**config.mk**
```make
export PLATFORM = sky130hd
export DESIGN_NAME = uart_boot_loader_flat
export DESIGN_NICKNAME = d
export VERILOG_FILES = /design/src/rtl/uart_boot_loader_pkg.sv /design/src/rtl/uart_boot_loader_if.sv /design/src/rtl/uart_rx_core.sv /design/src/rtl/uart_boot_loader.sv /design/src/flat_wrapper.sv
export SDC_FILE = /design/constraint.sdc
export NUM_CORES = 1
export LEC_CHECK = 0
export ABC_AREA = 1
export ABC_CLOCK_PERIOD_IN_PS = 3320
export CORE_MARGIN = 2
export CORE_UTILIZATION = 40
export CTS_CLUSTER_SIZE = 8
export DETAILED_ROUTE_END_ITERATION = 8
export MAX_ROUTING_LAYER = met4
export PLACE_DENSITY = 0.71
export RECOVER_POWER = 25
export SKIP_LAST_GASP = 1
export SYNTH_ARGS = -nofsm -noshare
export SYNTH_HDL_FRONTEND = slang
export SYNTH_SLANG_ARGS = --single-unit
export TNS_END_PERCENT = 20
```
**constraint.sdc**
```tcl
create_clock -name clk -period 3.32 [get_ports clk]
set_input_delay 0.996 -clock clk [delete_from_list [all_inputs] [get_ports clk]]
set_output_delay 0.996 -clock clk [all_outputs]
set_load 0.01 [all_outputs]
```
**src/rtl/uart_boot_loader_pkg.sv**
```systemverilog
// boot_loader_pkg: shared state encodings and word geometry for the UART boot loader
package boot_loader_pkg;
  typedef enum logic [2:0] {L_IDLE, L_CNT0, L_CNT1, L_BYTE, L_WRITE, L_DONE} ldr_state_t;
  typedef enum logic [2:0] {R_IDLE, R_START, R_DATA, R_STOP, R_WAITHI} rx_state_t;
  localparam int WORD_BYTES = 4;
endpackage

```
**src/rtl/uart_boot_loader_if.sv**
```systemverilog
// uart_boot_loader_if: instruction-memory write port driven by the loader
interface uart_boot_loader_if;
  logic        cs;
  logic [3:0]  we;
  logic [31:0] addr;
  logic [31:0] wdata;
  logic        drive;
  modport master (output cs, we, addr, wdata, drive);
  modport slave  (input  cs, we, addr, wdata, drive);
endinterface

```
**src/rtl/uart_rx_core.sv**
```systemverilog
// uart_rx_core: 8N1 receiver with 2-flop synchroniser, mid-bit sampling and framing-error detection
module uart_rx_core
  import boot_loader_pkg::*;
#(
  parameter int CLKS_PER_BIT = 16
) (
  input  logic       clk,
  input  logic       rst_n,
  input  logic       ser_i,
  output logic [7:0] rx_byte_o,
  output logic       rx_valid_o,
  output logic       rx_ferr_o,
  output logic       rx_busy_o
);
  localparam int CW = $clog2(CLKS_PER_BIT + 1);
  localparam logic [CW-1:0] FULL = CW'(CLKS_PER_BIT - 1);
  localparam logic [CW-1:0] HALF = CW'(CLKS_PER_BIT / 2 - 1);
  rx_state_t st_q, st_d;
  logic [1:0] sync_q;
  logic [CW-1:0] cnt_q, cnt_d;
  logic [2:0] bit_q, bit_d;
  logic [7:0] sh_q, sh_d;
  logic vld_q, vld_d, ferr_q, ferr_d;
  logic line;
  assign line = sync_q[1];
  always_ff @(posedge clk or negedge rst_n) begin
    if (!rst_n) begin
      sync_q <= 2'b11;
      st_q   <= R_IDLE;
      cnt_q  <= '0;
      bit_q  <= '0;
      sh_q   <= '0;
      vld_q  <= 1'b0;
      ferr_q <= 1'b0;
    end else begin
      sync_q <= {sync_q[0], ser_i};
      st_q   <= st_d;
      cnt_q  <= cnt_d;
      bit_q  <= bit_d;
      sh_q   <= sh_d;
      vld_q  <= vld_d;
      ferr_q <= ferr_d;
    end
  end
  always_comb begin
    st_d   = st_q;
    cnt_d  = cnt_q + 1'b1;
    bit_d  = bit_q;
    sh_d   = sh_q;
    vld_d  = 1'b0;
    ferr_d = 1'b0;
    case (st_q)
      R_IDLE: begin
        cnt_d = '0;
        st_d  = line ? R_IDLE : R_START;
      end
      R_START: if (cnt_q == HALF) begin
        cnt_d = '0;
        bit_d = '0;
        st_d  = line ? R_IDLE : R_DATA;
      end
      R_DATA: if (cnt_q == FULL) begin
        cnt_d = '0;
        sh_d  = {line, sh_q[7:1]};
        bit_d = bit_q + 1'b1;
        st_d  = (bit_q == 3'd7) ? R_STOP : R_DATA;
      end
      R_STOP: if (cnt_q == FULL) begin
        cnt_d  = '0;
        vld_d  = line;
        ferr_d = !line;
        st_d   = line ? R_IDLE : R_WAITHI;
      end
      R_WAITHI: begin
        cnt_d = '0;
        st_d  = line ? R_IDLE : R_WAITHI;
      end
      default: st_d = R_IDLE;
    endcase
  end
  assign rx_byte_o  = sh_q;
  assign rx_valid_o = vld_q;
  assign rx_ferr_o  = ferr_q;
  assign rx_busy_o  = st_q != R_IDLE;
endmodule

```
**src/rtl/uart_boot_loader.sv**
```systemverilog
// uart_boot_loader: receives a counted UART image and writes it word by word into instruction memory while holding the CPU
module uart_boot_loader
  import boot_loader_pkg::*;
#(
  parameter int          CLK_FREQ     = 100_000_000,
  parameter int          BAUD         = 115_200,
  parameter logic [31:0] BASE_ADDR    = 32'h0,
  parameter int          MAX_WORDS    = 1024,
  parameter int          TIMEOUT_BITS = 64
) (
  input  logic               clk,
  input  logic               rst_n,
  input  logic               ser_i,
  input  logic               start_i,
  uart_boot_loader_if.master mem,
  output logic               cpu_hold_o,
  output logic               load_done_o,
  output logic               load_err_o,
  output logic [15:0]        words_rx_o
);
  localparam int CPB = CLK_FREQ / BAUD;
  localparam int TO  = TIMEOUT_BITS * CPB;
  localparam int TW  = $clog2(TO + 1);
  localparam logic [TW-1:0] TO_LAST = TW'(TO - 1);
  ldr_state_t st_q, st_d;
  logic [7:0] rx_byte;
  logic rx_valid, rx_ferr, rx_busy;
  logic [15:0] cnt_q, cnt_d, words_q, words_d, cnt_rx;
  logic [1:0] idx_q, idx_d;
  logic [31:0] word_q, word_d;
  logic err_q, err_d;
  logic [TW-1:0] to_q, to_d;
  logic loading, silent, tmo, wr;
  uart_rx_core #(.CLKS_PER_BIT(CPB)) u_rx (
    .clk       (clk),
    .rst_n     (rst_n),
    .ser_i     (ser_i),
    .rx_byte_o (rx_byte),
    .rx_valid_o(rx_valid),
    .rx_ferr_o (rx_ferr),
    .rx_busy_o (rx_busy)
  );
  always_ff @(posedge clk or negedge rst_n) begin
    if (!rst_n) begin
      st_q    <= L_CNT0;
      cnt_q   <= '0;
      words_q <= '0;
      idx_q   <= '0;
      word_q  <= '0;
      err_q   <= 1'b0;
      to_q    <= '0;
    end else begin
      st_q    <= st_d;
      cnt_q   <= cnt_d;
      words_q <= words_d;
      idx_q   <= idx_d;
      word_q  <= word_d;
      err_q   <= err_d;
      to_q    <= to_d;
    end
  end
  assign loading = st_q == L_CNT1 || st_q == L_BYTE;
  // only an idle line counts as silence; a frame in flight never advances the timeout
  assign silent  = loading && !rx_valid && !rx_busy;
  assign tmo     = silent && to_q == TO_LAST;
  assign cnt_rx  = {rx_byte, cnt_q[7:0]};
  always_comb begin
    st_d    = st_q;
    cnt_d   = cnt_q;
    words_d = words_q;
    idx_d   = idx_q;
    word_d  = word_q;
    err_d   = err_q;
    to_d    = silent ? to_q + 1'b1 : '0;
    if (start_i) begin
      st_d    = L_CNT0;
      words_d = '0;
      err_d   = 1'b0;
    end else if ((rx_ferr && (loading || st_q == L_CNT0)) || tmo) begin
      st_d    = L_CNT0;
      words_d = '0;
      err_d   = 1'b1;
    end else begin
      case (st_q)
        L_CNT0: if (rx_valid) begin
          cnt_d[7:0] = rx_byte;
          st_d       = L_CNT1;
        end
        L_CNT1: if (rx_valid) begin
          cnt_d[15:8] = rx_byte;
          idx_d       = '0;
          err_d       = err_q || cnt_rx > 16'(MAX_WORDS);
          st_d        = cnt_rx == 16'd0 ? L_DONE : cnt_rx > 16'(MAX_WORDS) ? L_CNT0 : L_BYTE;
        end
        L_BYTE: if (rx_valid) begin
          word_d[8*idx_q +: 8] = rx_byte;
          idx_d                = idx_q + 1'b1;
          st_d                 = idx_q == 2'd3 ? L_WRITE : L_BYTE;
        end
        L_WRITE: begin
          words_d = words_q + 16'd1;
          st_d    = words_q + 16'd1 == cnt_q ? L_DONE : L_BYTE;
        end
        L_DONE:  st_d = L_IDLE;
        default: st_d = st_q;
      endcase
    end
  end
  assign wr          = st_q == L_WRITE;
  assign mem.cs      = wr;
  assign mem.we      = {4{wr}};
  assign mem.addr    = wr ? BASE_ADDR + 32'(WORD_BYTES) * 32'(words_q) : '0;
  assign mem.wdata   = wr ? word_q : '0;
  assign mem.drive   = wr;
  assign cpu_hold_o  = st_q != L_IDLE;
  assign load_done_o = st_q == L_DONE;
  assign load_err_o  = err_q;
  assign words_rx_o  = words_q;
endmodule

```
**src/flat_wrapper.sv**
```systemverilog
// flat-port wrapper written by rule: the top's interface ports become plain ports
module uart_boot_loader_flat import boot_loader_pkg::*;
#(
  parameter int          CLK_FREQ     = 100_000_000,
  parameter int          BAUD         = 115_200,
  parameter logic [31:0] BASE_ADDR    = 32'h0,
  parameter int          MAX_WORDS    = 1024,
  parameter int          TIMEOUT_BITS = 64
)
  (clk, rst_n, ser_i, start_i, cpu_hold_o, load_done_o, load_err_o, words_rx_o, mem_cs, mem_we, mem_addr, mem_wdata, mem_drive);
  uart_boot_loader_if mem_i ();
  input  logic clk;
  input  logic rst_n;
  input  logic ser_i;
  input  logic start_i;
  output logic cpu_hold_o;
  output logic load_done_o;
  output logic load_err_o;
  output logic [15:0] words_rx_o;
  output wire logic [$bits(mem_i.cs)-1:0] mem_cs;
  output wire logic [$bits(mem_i.we)-1:0] mem_we;
  output wire logic [$bits(mem_i.addr)-1:0] mem_addr;
  output wire logic [$bits(mem_i.wdata)-1:0] mem_wdata;
  output wire logic [$bits(mem_i.drive)-1:0] mem_drive;
  assign mem_cs = mem_i.cs;
  assign mem_we = mem_i.we;
  assign mem_addr = mem_i.addr;
  assign mem_wdata = mem_i.wdata;
  assign mem_drive = mem_i.drive;
  uart_boot_loader #(.CLK_FREQ(CLK_FREQ), .BAUD(BAUD), .BASE_ADDR(BASE_ADDR), .MAX_WORDS(MAX_WORDS), .TIMEOUT_BITS(TIMEOUT_BITS)) u_core (.clk(clk), .rst_n(rst_n), .ser_i(ser_i), .start_i(start_i), .mem(mem_i), .cpu_hold_o(cpu_hold_o), .load_done_o(load_done_o), .load_err_o(load_err_o), .words_rx_o(words_rx_o));
endmodule
```
# [Word-level counts from Yosys, hierarchy flattened]
# Index checks and enable logic that the tools add are counted.
# W data, S select, Z words.
[word_totals] input_bits=4 regBits=114 output_inout_bits=89 elab_cells=123
[classes] n_lt_le_gt_ge=1 n_reduce_logical=32 bitwise=2 mux=42 n_shift=2 addsub=6 eq_ne=23
[op_table] cell="$mux W16" count=4
[op_table] cell="$mux W3" count=14
[op_table] cell="$neg A5 Y34" count=1
[op_table] cell="$shift A8 B34 Y32 const A" count=1
[op_table] cell="$shiftx A8 B34 Y32" count=1
[op_table] cell="$add A16 B1 Y16 const B" count=2
[op_table] cell="$bwmux W32" count=1
[op_table] cell="$mux W32" count=1
[op_table] cell="$pmux W10 S3" count=1
[op_table] cell="$pmux W3 S5" count=2
[op_table] cell="$mux W10" count=2
[op_table] cell="$mux W18" count=1
[op_table] cell="$eq A16 B16 Y1" count=1
[op_table] cell="$eq A16 B16 Y1 const B" count=1
[op_table] cell="$gt A16 B11 Y1 const B" count=1
[op_table] cell="$logic_not A16 Y1" count=1
[op_table] cell="$reduce_and A4 Y1" count=4
[op_table] cell="$reduce_bool A3 Y1" count=5
[op_table] cell="$eq A3 B2 Y1 const B" count=4
[op_table] cell="$eq A3 B3 Y1 const B" count=4
[op_table] cell="$ne A4 B4 Y1 const B" count=3
[op_table] cell="$add A10 B1 Y10 const B" count=1
[op_table] cell="$eq A10 B10 Y1 const B" count=1
[op_table] cell="$eq A10 B9 Y1 const B" count=1
[op_table] cell="other kinds (20)" count=50

# [Depth between registers and ports, before layout]
[depth] word_depth=8 depth_mapped=16 mapped_depth_nobuf=16

# [Cells and area by module]
# Synthesis repeated with hierarchy kept, for this count alone.
[unflattened] hier_cells=945 area_unflattened_um2=6970.4
[modules_own_cells] mod="uart_boot_loader" n_inst=1 seq_area_each_um2=2153.3 cells_each=734 area_per_inst_um2=5333.9
[modules_own_cells] mod="uart_rx_core" n_inst=1 seq_area_each_um2=703.2 cells_each=211 area_per_inst_um2=1636.6

# [Least setup slack after synthesis]
# Ideal clock, no wire load.
[synth_timing] path_kind="register -> output" start="register u_core.st_q[1]" end="output port mem_drive" t_required_ps=2324 stages_incl_launch_ff=6 arrival_time_ps=1516 path_slack_ps=808 n_path_buf=2 path_cell_list="dfrtp_1 nor2_1 inv_1 nor2_1 clkbuf_1 buf_4"
[synth_via] elab_chain_cells=1
[synth_lines] item="from (decl)" line_no="uart_boot_loader.sv:25" text="ldr_state_t st_q, st_d;"
[synth_lines] item="from (signal assigned)" line_no="uart_boot_loader.sv:53" text="st_q <= st_d;"
[synth_lines] item="$eq A3 B3 Y1" line_no="uart_boot_loader.sv:109" text="assign wr = st_q == L_WRITE;"
[synth_lines] item="to (decl)" line_no="flat_wrapper.sv:24" text="output wire logic [$bits(mem_i.drive)-1:0] mem_drive;"
# No other way between the ends.

# [Worst setup path after layout]
[layout_timing] start="register u_core.st_q[1]" end="output port mem_addr[2]"
[layout_via] elab_chain_cells=2
[layout_lines] item="$eq A3 B3 Y1" line_no="uart_boot_loader.sv:109"
[layout_lines] item="$mux W18" line_no="uart_boot_loader.sv:112" text="assign mem.addr = wr ? BASE_ADDR + 32'(WORD_BYTES) * 32'(words_q) : '0;"
[layout_lines] item="to (decl)" line_no="flat_wrapper.sv:22" text="output wire logic [$bits(mem_i.addr)-1:0] mem_addr;"
# No other way between the ends.

==> run metrics <==
status=completed; Slew @ Worst Pin=roughly 1.2 ns; Reg2Reg Setup Slack=a little over 1 ns; Crit path top cell by count=nor2_1; Post-synth EDFFs=0; area grow syn2layout=22.9%; worst hold path class=reg2reg; reg2reg start=u_core.idx_q[0]; total power=approximately 3.5 mW; Main synth FF type=dfrtp_1; DR DRC count=0; Final Util=about half; Ys Warns=0; drt total wl=roughly 15000 µm; register bit total from synthesis=approximately 110; power density over the cells=about 440 nW/µm²; Slew Viols, Final=0; DP HPWL=10400 µm; share of the synthesized area in the top cell type=a little over two fifths; vias in the first global route=roughly 5300; CTS Buf Count=17; layout cells sized above 1=~7.4%; post-place setup slack=0.525 ns; full die area=17000 µm²; starting density of the core=roughly two fifths; total track usage=between 10% and 20%; # placed instances=1134; CTS Hold Bufs=0; Site Rows=46; hold depth=0; fmax=314 MHz; R2R cell count=6; Final Hold Viols=0; max_cap viols=0; Via density=roughly 4.8; die height=130 µm; initial antenna violation count=0; Final setup viols=0; Skew-Pair Late Insertion Delay=between 0.4 and 0.5 ns; first-pass GRT wire length=approximately 25000 µm; crit path max fanout=between 40 and 50; leading area contributor after synthesis=dfrtp_1; asr flop ratio synth=100%; via count=~5600; number of H-tree levels=4; unrepaired setup endpoints after global routing=no; most instantiated library cell after synthesis=nand2_1; CP startpoint kind=register; CTS clock-pin slew for the worst setup and hold paths=around 0.060 ns; clock skew=about 0.0094 ns; area of the core=15800 µm²; antenna-violating nets left=0; largest net degree at the start of global routing=47; min Tclk post-route=between 3 and 4 ns; grt ovf=0; Nets=~950; synthesized instance count=859; Hold Path Sink=u_core.u_rx.sync_q[1]; Initial DRC Count=~410; max incr delay on CP=around 0.56 ns; Mean Syn Cell Area=approximately 7.4 µm²; Routed wire per std cell=12.5 µm; synth cell count leaders=nand2_1, inv_1, nor2_1, dfrtp_1, nand3_1; Slew HR=between 20% and 30%; setup_tns=0 ns; Hold Startpoint=u_core.u_rx.sync_q[0]; worst vdd rail ir drop=360 µV; GP Congestion=~0.9; sequential area share after synthesis=44.7%; Final Non-Filler Cells=between 1000 and 1500; CTS tree=built; Sink Count=114; CTS root buf=clkbuf_16; n_diodes=0; clock tree buffer depth=2; post-synth cell types=38; drt pass-1 iters=5; critical path arrival=between 2 and 2.5 ns; top cells by area, synth=dfrtp_1, nand2_1, inv_1; Max stage delay cell, worst path=clkdlybuf4s50_1; Die Wd=130 µm; synthesized area=approximately 6400 µm²; R2R Path End=u_core.word_q[20]; critical path class=reg2out; Final Cycle Share=between 90% and 100%; io pins=between 90 and 100; CP Cell Sequence=nor2_1, inv_1, nor2_2, inv_2, buf_12, nor2_1, clkdlybuf4s50_1; Crit path buffers/inverters=4; Top delay family on crit path=buffers and inverters; leak pwr=~3.6 nW; crit path capture type=output pin; Port Buffer Count=76; CP required=roughly 2.3 ns; setup ws final=0.139 ns
-- flip-flops by register name, summed over array words and instances, names as in the netlist, 2 cells and up --
name,count
u_core.idx_q,2
u_core.word_q,32
u_core.to_q,16
u_core.st_q,3
u_core.words_rx_o,16
u_core.u_rx.rx_byte_o,8
u_core.u_rx.cnt_q,10
u_core.u_rx.bit_q,3
u_core.cnt_q,16
u_core.u_rx.sync_q,2
u_core.u_rx.st_q,3
-- cell usage in the layout (no fill, tap or decap), types with 2 or more instances in the layout --
| master | count |
|---|---|
| nand2_2 | 3 |
| a22o_1 | 2 |
| clkbuf_16 | 17 |
| dfstp_2 | 3 |
| nor2_1 | 121 |
| nor2_2 | 8 |
| o21ai_0 | 74 |
| conb_1 | 16 |
| buf_4 | 6 |
| o21ai_1 | 2 |
| ha_1 | 12 |
| inv_1 | 135 |
| clkdlybuf4s50_1 | 74 |
| clkbuf_8 | 3 |
| nand2_1 | 173 |
| a211oi_1 | 2 |
| xor2_1 | 3 |
| nand3_1 | 76 |
| nor3_1 | 13 |
| bufinv_16 | 2 |
| clkbuf_1 | 3 |
| clkbuf_2 | 2 |
| clkinv_2 | 4 |
| clkinv_4 | 2 |
| nor3_2 | 2 |
| nor2_4 | 5 |
| o21ai_2 | 3 |
| nor4_1 | 2 |
| a21oi_1 | 30 |
| dfrtp_1 | 110 |
| inv_2 | 3 |
| nand4_1 | 23 |
| nand3b_1 | 2 |
-- worst max path at each step --
| stage | start | slack [ns] | cells after the start | endpoint |
|---|---|---|---|---|
| 2_1_floorplan | u_core.st_q[1] | 0.81 | 5 | mem_drive |
| 3_3_place_gp | u_core.st_q[1] | 0.62 | 7 | mem_wdata[2] |
| 3_5_place_dp | u_core.st_q[1] | 0.52 | 7 | mem_addr[2] |
| 4_1_cts | u_core.st_q[1] | 0.09 | 7 | mem_addr[2] |
| 5_1_grt | u_core.st_q[1] | 0.01 | 7 | mem_addr[2] |
| 6_report | u_core.st_q[1] | 0.14 | 7 | mem_addr[2] |
-- layer usage --
metal / GRT usage, % / up-vias / share of wire (%)
met4: 6.45 / 0 / 1.2
met3: 4.51 / 14 / 5.3
li1: - / 2859 / -
met5: - / - / 0
met1: 24.5 / 2540 / 48
met2: 29.0 / 137 / 46
-- per-stage QoR --
stage	hold slack [ns]	instance area [µm²]
floorplan	0.345	6440
global placement	0.346	7280
detailed placement	0.347	7280
CTS	0.359	7870
global route	0.364	7850
finish	0.363	7850
-- where the power goes --
part	leakage (nW)	switching, mW	internal, mW
clock	0.287	0.630	1.16
sequential	1.35	0.0228	1.41
combinational	1.94	0.160	0.0754
total	3.57	0.813	2.65
-- final cells by class --
cell class	count	area (µm²)
flip-flops and latches	114	2860
inverters	138	518
well taps	216	270
clock inverters	9	105
clock buffers	23	478
repair buffers	84	826
multi-input cells	582	2790
fillers	1546	7920
-- repair_timing --
item	4_1_cts	5_1_grt
endpoints found under the hold margin	0	0
buffers inserted	0	0
endpoints found under the setup margin	0	1
resized for setup	0	1
-- kinds of logic (layout without fill, tap and decap cells) --
kind of cell    count (synthesis)  after routing  synth area share (%)
flops                         114            114                  44.7
buf+inv                       178            254                  12.5
xor+xnor                        3              3                 0.411
simple gates                  435            435                  30.4
other cells                     1             16                0.0587
fa+ha+maj                      12             12                  2.35
compound gates                116            116                  9.58
Note: power is estimated with default switching activity, not from simulation.
